`src/rtl/div_pkg.sv`:
```
// div_pkg: shared constants and state encoding for the sequential divider.
package div_pkg;

  // Default widths: dividend/quotient, divisor/remainder, external adder.
  localparam int DIV_A_W = 16;
  localparam int DIV_B_W = 8;
  localparam int DIV_S_W = 16;

  // Bit counter width for the A_W iteration steps.
  localparam int DIV_CNT_W = $clog2(DIV_A_W);

  // Controller states.
  typedef enum logic [1:0] {
    ST_IDLE = 2'd0,
    ST_NEG  = 2'd1,
    ST_ITER = 2'd2
  } div_state_e;

  // Plain-vector copies of the state codes for the state register.
  localparam logic [1:0] S_IDLE = 2'd0;
  localparam logic [1:0] S_NEG  = 2'd1;
  localparam logic [1:0] S_ITER = 2'd2;

endpackage

```
`src/rtl/div_if.sv`:
```
// div_if: start/busy handshake, operands, results and the three-wire
// connection to the shared external adder.
interface div_if #(
  parameter int A_W = div_pkg::DIV_A_W,
  parameter int B_W = div_pkg::DIV_B_W,
  parameter int S_W = div_pkg::DIV_S_W
);
  import div_pkg::*;

  logic           start;
  logic [A_W-1:0] a_i;
  logic [B_W-1:0] b_i;
  logic [A_W-1:0] result;
  logic [B_W-1:0] remainder;
  logic           busy;
  logic           div_by_zero;
  logic [S_W-1:0] sum_in_a;
  logic [S_W-1:0] sum_in_b;
  logic [S_W-1:0] sum_out;

  // Requester side.
  modport master (
    output start, a_i, b_i,
    input  result, remainder, busy, div_by_zero
  );

  // Divider side: takes the request and drives the shared adder.
  modport slave (
    input  start, a_i, b_i, sum_out,
    output result, remainder, busy, div_by_zero, sum_in_a, sum_in_b
  );

  // Shared adder side.
  modport adder (
    input  sum_in_a, sum_in_b,
    output sum_out
  );

endinterface

```
`src/rtl/div.sv`:
```
// div: sequential restoring divider, A_W-bit dividend by B_W-bit divisor.
// All additions/subtractions go through the external shared adder; the
// trial-subtraction outcome is read from the adder's sign bit only.
// Optional build macro DIV_ZERO_FAST_EN: a zero divisor finishes in one
// cycle without touching the adder, with the same final outputs.
module div
  import div_pkg::*;
#(
  parameter int A_W = DIV_A_W,
  parameter int B_W = DIV_B_W,
  parameter int S_W = DIV_S_W
) (
  input logic clk,
  input logic rst,
  div_if.slave bus
);

  localparam int CNT_W = $clog2(A_W);
  localparam logic [CNT_W-1:0] CNT_LAST = CNT_W'(A_W - 1);

  logic [1:0]       state_q, state_d;
  logic [A_W-1:0]   dq_q, dq_d;            // dividend shifting out, quotient shifting in
  logic [B_W-1:0]   divisor_q, divisor_d;
  logic [S_W-1:0]   nb_q, nb_d;            // negated divisor
  logic [B_W:0]     rem_q, rem_d;          // partial remainder R
  logic [CNT_W-1:0] cnt_q, cnt_d;
  logic             busy_q, busy_d;
  logic [A_W-1:0]   result_q, result_d;
  logic [B_W-1:0]   remainder_q, remainder_d;
  logic             dbz_q, dbz_d;
`ifdef DIV_ZERO_FAST_EN
  logic             zf_q, zf_d;            // zero divisor seen at start
`endif

  logic [S_W-1:0]   sum_a, sum_b;
  logic [B_W:0]     trial;
  logic             qbit;

  // Next-state logic for the controller and datapath, plus adder operands.
  always_comb begin
    state_d     = state_q;
    dq_d        = dq_q;
    divisor_d   = divisor_q;
    nb_d        = nb_q;
    rem_d       = rem_q;
    cnt_d       = cnt_q;
    busy_d      = busy_q;
    result_d    = result_q;
    remainder_d = remainder_q;
    dbz_d       = dbz_q;
`ifdef DIV_ZERO_FAST_EN
    zf_d        = zf_q;
`endif
    sum_a       = '0;
    sum_b       = '0;
    trial       = {rem_q[B_W-1:0], dq_q[A_W-1]};
    qbit        = 1'b0;

    case (state_q)
      S_IDLE: begin
        if (bus.start) begin
          dq_d      = bus.a_i;
          divisor_d = bus.b_i;
          rem_d     = '0;
          cnt_d     = '0;
          busy_d    = 1'b1;
          state_d   = S_NEG;
`ifdef DIV_ZERO_FAST_EN
          zf_d      = ~|bus.b_i;
`endif
        end
      end

      S_NEG: begin
`ifdef DIV_ZERO_FAST_EN
        if (zf_q) begin
          // Zero divisor: report the same outputs the full path would give.
          result_d    = '1;
          remainder_d = dq_q[B_W-1:0];
          dbz_d       = 1'b1;
          busy_d      = 1'b0;
          zf_d        = 1'b0;
          state_d     = S_IDLE;
        end else begin
          sum_a   = ~{{(S_W-B_W){1'b0}}, divisor_q};
          sum_b   = S_W'(1);
          nb_d    = bus.sum_out;
          state_d = S_ITER;
        end
`else
        // Two's-complement negation of the divisor on the shared adder.
        sum_a   = ~{{(S_W-B_W){1'b0}}, divisor_q};
        sum_b   = S_W'(1);
        nb_d    = bus.sum_out;
        state_d = S_ITER;
`endif
      end

      S_ITER: begin
        // Trial subtract T - divisor; a clear sign bit means T >= divisor.
        sum_a = {{(S_W-B_W-1){1'b0}}, trial};
        sum_b = nb_q;
        qbit  = ~bus.sum_out[S_W-1];
        rem_d = qbit ? bus.sum_out[B_W:0] : trial;
        dq_d  = {dq_q[A_W-2:0], qbit};
        cnt_d = cnt_q + CNT_W'(1);
        if (cnt_q == CNT_LAST) begin
          result_d    = {dq_q[A_W-2:0], qbit};
          remainder_d = rem_d[B_W-1:0];
          dbz_d       = ~|divisor_q;
          busy_d      = 1'b0;
          state_d     = S_IDLE;
        end
      end

      default: begin
        state_d = S_IDLE;
        busy_d  = 1'b0;
      end
    endcase
  end

  // State and datapath registers; reset aborts any division in flight.
  always_ff @(posedge clk or negedge rst) begin
    if (!rst) begin
      state_q     <= S_IDLE;
      dq_q        <= '0;
      divisor_q   <= '0;
      nb_q        <= '0;
      rem_q       <= '0;
      cnt_q       <= '0;
      busy_q      <= 1'b0;
      result_q    <= '0;
      remainder_q <= '0;
      dbz_q       <= 1'b0;
`ifdef DIV_ZERO_FAST_EN
      zf_q        <= 1'b0;
`endif
    end else begin
      state_q     <= state_d;
      dq_q        <= dq_d;
      divisor_q   <= divisor_d;
      nb_q        <= nb_d;
      rem_q       <= rem_d;
      cnt_q       <= cnt_d;
      busy_q      <= busy_d;
      result_q    <= result_d;
      remainder_q <= remainder_d;
      dbz_q       <= dbz_d;
`ifdef DIV_ZERO_FAST_EN
      zf_q        <= zf_d;
`endif
    end
  end

  assign bus.result      = result_q;
  assign bus.remainder   = remainder_q;
  assign bus.busy        = busy_q;
  assign bus.div_by_zero = dbz_q;
  assign bus.sum_in_a    = sum_a;
  assign bus.sum_in_b    = sum_b;

endmodule

```
`src/flat_wrapper.sv`:
```
// flat-port wrapper written by rule: the top's interface ports become plain ports
module div_flat import div_pkg::*;
#(
  parameter int A_W = DIV_A_W,
  parameter int B_W = DIV_B_W,
  parameter int S_W = DIV_S_W
)
  (clk, rst, bus_start, bus_a_i, bus_b_i, bus_sum_out, bus_result, bus_remainder, bus_busy, bus_div_by_zero, bus_sum_in_a, bus_sum_in_b);
  div_if #(.A_W(A_W), .B_W(B_W), .S_W(S_W)) bus_i ();
  input logic clk;
  input logic rst;
  input wire logic [$bits(bus_i.start)-1:0] bus_start;
  input wire logic [$bits(bus_i.a_i)-1:0] bus_a_i;
  input wire logic [$bits(bus_i.b_i)-1:0] bus_b_i;
  input wire logic [$bits(bus_i.sum_out)-1:0] bus_sum_out;
  output wire logic [$bits(bus_i.result)-1:0] bus_result;
  output wire logic [$bits(bus_i.remainder)-1:0] bus_remainder;
  output wire logic [$bits(bus_i.busy)-1:0] bus_busy;
  output wire logic [$bits(bus_i.div_by_zero)-1:0] bus_div_by_zero;
  output wire logic [$bits(bus_i.sum_in_a)-1:0] bus_sum_in_a;
  output wire logic [$bits(bus_i.sum_in_b)-1:0] bus_sum_in_b;
  assign bus_i.start = bus_start;
  assign bus_i.a_i = bus_a_i;
  assign bus_i.b_i = bus_b_i;
  assign bus_i.sum_out = bus_sum_out;
  assign bus_result = bus_i.result;
  assign bus_remainder = bus_i.remainder;
  assign bus_busy = bus_i.busy;
  assign bus_div_by_zero = bus_i.div_by_zero;
  assign bus_sum_in_a = bus_i.sum_in_a;
  assign bus_sum_in_b = bus_i.sum_in_b;
  div #(.A_W(A_W), .B_W(B_W), .S_W(S_W)) u_core (.clk(clk), .rst(rst), .bus(bus_i));
endmodule
```
`config.mk`:
```
export PLATFORM = sky130hd
export DESIGN_NAME = div_flat
export DESIGN_NICKNAME = d
export VERILOG_FILES = /design/src/rtl/div_pkg.sv /design/src/rtl/div_if.sv /design/src/rtl/div.sv /design/src/flat_wrapper.sv
export SDC_FILE = /design/constraint.sdc
export NUM_CORES = 1
export LEC_CHECK = 0
export ABC_AREA = 1
export CAP_MARGIN = 15
export CORE_ASPECT_RATIO = 0.9
export CORE_MARGIN = 2
export CORE_UTILIZATION = 25
export CTS_BUF_LIST = sky130_fd_sc_hd__clkbuf_2
export DETAILED_ROUTE_END_ITERATION = 6
export HOLD_SLACK_MARGIN = 0.06
export PLACE_DENSITY_LB_ADDON = 0.2
export SLEW_MARGIN = 20
export SYNTH_ARGS = -nofsm -noshare
export SYNTH_HDL_FRONTEND = slang
export SYNTH_SLANG_ARGS = --single-unit
```
`constraint.sdc`:
```
create_clock -name clk -period 3.94 [get_ports clk]
set_input_delay 0.788 -clock clk [delete_from_list [all_inputs] [get_ports clk]]
set_output_delay 0.788 -clock clk [all_outputs]
set_load 0.02 [all_outputs]
```
==> impl_table.tex, run 1 <==
\begin{tabular}{lr}
\hline
Metric & Value \\
\hline
\multicolumn{2}{l}{\textbf{Setup path}} \\
\quad Cell-by-cell trace of the critical path & inv\_1 -> ha\_2 -> inv\_2 -> a2bb2oi\_1 -> nor2\_1 -> clkdlybuf4s50\_1 \\
\quad Max stage delay on crit path & about 0.61 ns \\
\quad Register-to-Register Path Depth & 7 \\
\quad Slack of the worst reg-to-reg path & $\sim$1.8 ns \\
\quad Worst path required time & 3.15 ns \\
\quad RR Startpoint & u\_core.state\_q[0] \\
\quad Endpoint type of the worst setup path & primary output \\
\quad Crit start category & flip-flop \\
\quad R2R Path End & u\_core.cnt\_q[3] \\
\quad Library cell contributing the largest single delay on the critical path & sky130\_fd\_sc\_hd\_\_clkdlybuf4s50\_1 \\
\quad Data arrival time at the worst-slack endpoint & around 2.7 ns \\
\quad Critical path peak fanout & 29 \\
\quad Crit Path Class & reg2out \\
\multicolumn{2}{l}{\textbf{STA}} \\
\quad Max Transition Viols Final & 0 \\
\quad Setup TNS & 0 ns \\
\quad Clk\_skew & between 0.03 and 0.04 ns \\
\quad Final hold violations & 0 \\
\quad Least-Margin Pin Slew & between 0.7 and 0.8 ns \\
\quad Max Clk Rate & about 280 MHz \\
\quad Worst hold margin & approximately 0.22 ns \\
\quad Fin crit share & 0.892 \\
\quad Normalized max-slew margin & 0.501 \\
\quad Unrepaired setup endpoints after global routing & no \\
\quad Min Tclk post-route & between 3 and 4 ns \\
\quad Total of endpoints with negative setup slack in the final report & 0 \\
\multicolumn{2}{l}{\textbf{Routing}} \\
\quad Total iterations of the first detailed-routing run & 4 \\
\quad Via count & between 3000 and 4000 \\
\quad Routed vias/inst & 4.14 \\
\quad Initial DRC Count & between 150 and 200 \\
\quad Total Routed Length & between 9 and 10 mm \\
\quad Routed wirelength normalized by instance count & about 13 µm \\
\quad Number of DRC violations after detailed routing & 0 \\
\quad Number of antenna-violating nets in the routed design & 0 \\
\multicolumn{2}{l}{\textbf{Finish}} \\
\quad Count of nets after finishing & slightly below 600 \\
\quad Synthesis-to-finish area growth & 31.3\% \\
\quad Layout fillers & 1559 \\
\quad Proportion of layout cells with a drive suffix above 1 & 0.0748 \\
\multicolumn{2}{l}{\textbf{Clocking}} \\
\quad Clock network latency to the later pin of the worst-skew pair & $\sim$0.57 ns \\
\quad Count of buffers added by post-CTS timing repair for setup & 0 \\
\quad Root buffer cell & sky130\_fd\_sc\_hd\_\_clkbuf\_2 \\
\quad Max clock buf depth & 2 \\
\quad Number of buffers created by CTS & 9 \\
\quad Clock-pin slew on the worst setup and hold paths & $\sim$0.26 ns \\
\quad Total clock sinks & 80 \\
\quad TritonCTS clock tree & yes \\
\quad \# H-tree levels & 3 \\
\multicolumn{2}{l}{\textbf{Yosys}} \\
\quad Synth top area share & 0.528 \\
\quad Post-Syn Nets & roughly 500 \\
\quad Avg Cell Area, Syn & $\sim$8.3 µm² \\
\quad Flop and latch count out of synthesis & 80 \\
\quad Synthesized instance count & about 460 \\
\quad Leading post-synthesis cells by cell area & sky130\_fd\_sc\_hd\_\_dfrtp\_1, sky130\_fd\_sc\_hd\_\_nand2\_1, sky130\_fd\_sc\_hd\_\_inv\_1 \\
\quad Number of distinct library cell variants in the gate-level netlist after synthesis & 20 \\
\quad Yosys synthesis warning count & 0 \\
\quad Biggest area consumer among synthesized cells & sky130\_fd\_sc\_hd\_\_dfrtp\_1 \\
\quad Area of the mapped netlist & between 0.003 and 0.004 mm² \\
\quad Fraction of the yosys area taken by sequential cells & 0.528 \\
\multicolumn{2}{l}{\textbf{Place}} \\
\quad Global placer's final weighted congestion & 0.787 \\
\quad Estimated wirelength of the detail-placed design & $\sim$7.0 mm \\
\quad Count of input and output buffers & 100 \\
\multicolumn{2}{l}{\textbf{Global route}} \\
\quad Vias in the first global route & 2973 \\
\quad Aggregate global-route resource usage & 0.126 \\
\quad Overall overflow remaining after global route & 0 \\
\quad Global-route wire length before repair & $\sim$16 mm \\
\quad Pin count of the biggest net entering global routing & 81 \\
\quad Number of antenna violations at the first check in global routing & 1 \\
\multicolumn{2}{l}{\textbf{Flow run}} \\
\quad Number of maximum-capacitance violations & 0 \\
\multicolumn{2}{l}{\textbf{Die}} \\
\quad Height of the die & 121 µm \\
\quad Boundary pin count & $\sim$100 \\
\quad FP Rows & 42 \\
\quad Area of the die & 0.0162 mm² \\
\quad Starting utilization of the core area & 0.257 \\
\quad Die width & between 100 and 150 µm \\
\quad Core Area & 0.0148 mm² \\
\multicolumn{2}{l}{\textbf{Min path}} \\
\quad Hold Path Class & in2async \\
\multicolumn{2}{l}{\textbf{Power and ir drop}} \\
\quad Power density over the cells & roughly 610 mW/mm² \\
\quad Worst vdd rail ir drop & 0.172 mV \\
\quad Static power due to leakage & approximately 2.4 nW \\
\multicolumn{2}{l}{\textbf{Status}} \\
\quad Run status & finished, final reports clean \\
\hline
\end{tabular}
## area by class of cell
type                       count  area [µm²]  area share
clock buffer                   9        45.0     0.00904
clock inverter                 7        71.3      0.0143
sequential                    80        2000       0.402
inverter                      53         199      0.0399
timing repair buffer         104        1030       0.207
antenna                        1        2.50    0.000502
multi-input combinational    295        1380       0.277
tap                          198         248      0.0497
## registers in the layout, summed over array words and instances (netlist names)
name                    cells
u_core.dq_q                16
u_core.bus.remainder        8
u_core.cnt_q                4
u_core.divisor_q            8
u_core.rem_q                8
u_core.bus.busy             1
u_core.bus.result          16
u_core.state_q              2
u_core.bus.div_by_zero      1
u_core.nb_q                16
## cells in the final DEF (no fill, tap or decap), drive strengths merged, types with 4 or more instances in the layout
cell / Yosys / layout
a21oi: 8 / 8
a2bb2oi: 4 / 4
buf: 27 / 5
clkbuf: 3 / 9
clkdlybuf4s50: 0 / 99
clkinv: 0 / 4
dfrtp: 80 / 80
ha: 5 / 5
inv: 53 / 54
nand2: 171 / 171
nand3: 11 / 11
nor2: 15 / 15
o21a: 5 / 5
o21ai: 74 / 74
## report_power, final
part / switching [mW] / total, mW / internal [mW]
clock: 0.311 / 0.458 / 0.147
combinational: 0.871 / 1.41 / 0.535
sequential: 0.130 / 1.20 / 1.07
total: 1.31 / 3.06 / 1.75
## timing repair
| item | 4_1_cts | 5_1_grt |
|---|---|---|
| hold endpoints to repair | 0 | 0 |
| resized for setup | 0 | 1 |
| endpoints found under the setup margin | 0 | 4 |
| hold buffers | 0 | 0 |
## worst max path at each step
| stage | startpoint | end | slack, ns | cells past startpoint |
|---|---|---|---|---|
| floorplan | u_core.state_q[1] | bus_sum_in_a[0] | 1.50 | 7 |
| global placement | u_core.state_q[1] | bus_sum_in_a[1] | 0.89 | 6 |
| detailed placement | u_core.state_q[1] | bus_sum_in_a[1] | 0.82 | 6 |
| CTS | u_core.state_q[1] | bus_sum_in_a[0] | 0.07 | 6 |
| global route | u_core.state_q[0] | bus_sum_in_a[8] | 0.13 | 5 |
| finish | u_core.state_q[1] | bus_sum_in_a[1] | 0.43 | 6 |
## per-layer routing
metal	part of all wire	track usage	up-vias
met3	0.044	0.0384	7
met2	0.48	0.204	64
li1	-	-	1604
met4	0.012	0.0392	0
met1	0.47	0.162	1419
met5	0	0	-
## worst max-delay path: cells and delay by family, from the launching register on
kind,cells,cell delay (ns)
compound gates,1,0.20
flops,1,0.48
fa+ha+maj,1,0.38
buf+inv,3,0.97
simple gates,1,0.12
## Yosys cell counts
library cell	number
sky130_fd_sc_hd__nand2_1	168
sky130_fd_sc_hd__dfrtp_1	80
sky130_fd_sc_hd__inv_1	51
sky130_fd_sc_hd__o21ai_0	33
sky130_fd_sc_hd__o21ai_1	25
sky130_fd_sc_hd__o21ai_2	16
sky130_fd_sc_hd__nor2_1	15
sky130_fd_sc_hd__buf_2	11
sky130_fd_sc_hd__nand3_1	11
sky130_fd_sc_hd__buf_4	9
sky130_fd_sc_hd__a21oi_1	8
sky130_fd_sc_hd__buf_6	7
sky130_fd_sc_hd__ha_1	5
sky130_fd_sc_hd__o21a_1	5
sky130_fd_sc_hd__a2bb2oi_1	4
sky130_fd_sc_hd__clkbuf_1	3
sky130_fd_sc_hd__nand2_2	3
sky130_fd_sc_hd__inv_2	2
sky130_fd_sc_hd__nand4_1	1
sky130_fd_sc_hd__o211ai_1	1
## cell families (layout without fill, tap and decap cells)
family	after synthesis	after routing	synth area share
buf+inv	83	173	0.109
simple gates	198	198	0.202
compound gates	92	92	0.145
flops	80	80	0.528
other cells	0	1	0
fa+ha+maj	5	5	0.0165
## stage by stage
| stage | util | setup slack (ns) | area (µm²) | cells | power [mW] |
|---|---|---|---|---|---|
| 2_1_floorplan | - | 1.50 | 3790 | 458 | 2.21 |
| 3_3_place_gp | 0.329 | 0.892 | 4860 | 730 | 2.61 |
| 3_5_place_dp | 0.329 | 0.819 | 4860 | 730 | 2.64 |
| 4_1_cts | 0.337 | 0.0727 | 4970 | 746 | 3.12 |
| 5_1_grt | 0.337 | 0.131 | 4980 | 747 | 3.33 |
| 6_report | 0.337 | 0.426 | 4980 | 747 | 3.06 |
Power figures use the tool's default switching activity.
==> run 2: changes to the inputs <==
- SKIP_CTS_REPAIR_TIMING: unset -> 1
==> results of run 2 <==
No change in the layout: final DEF, timing and power equal those of run 1.
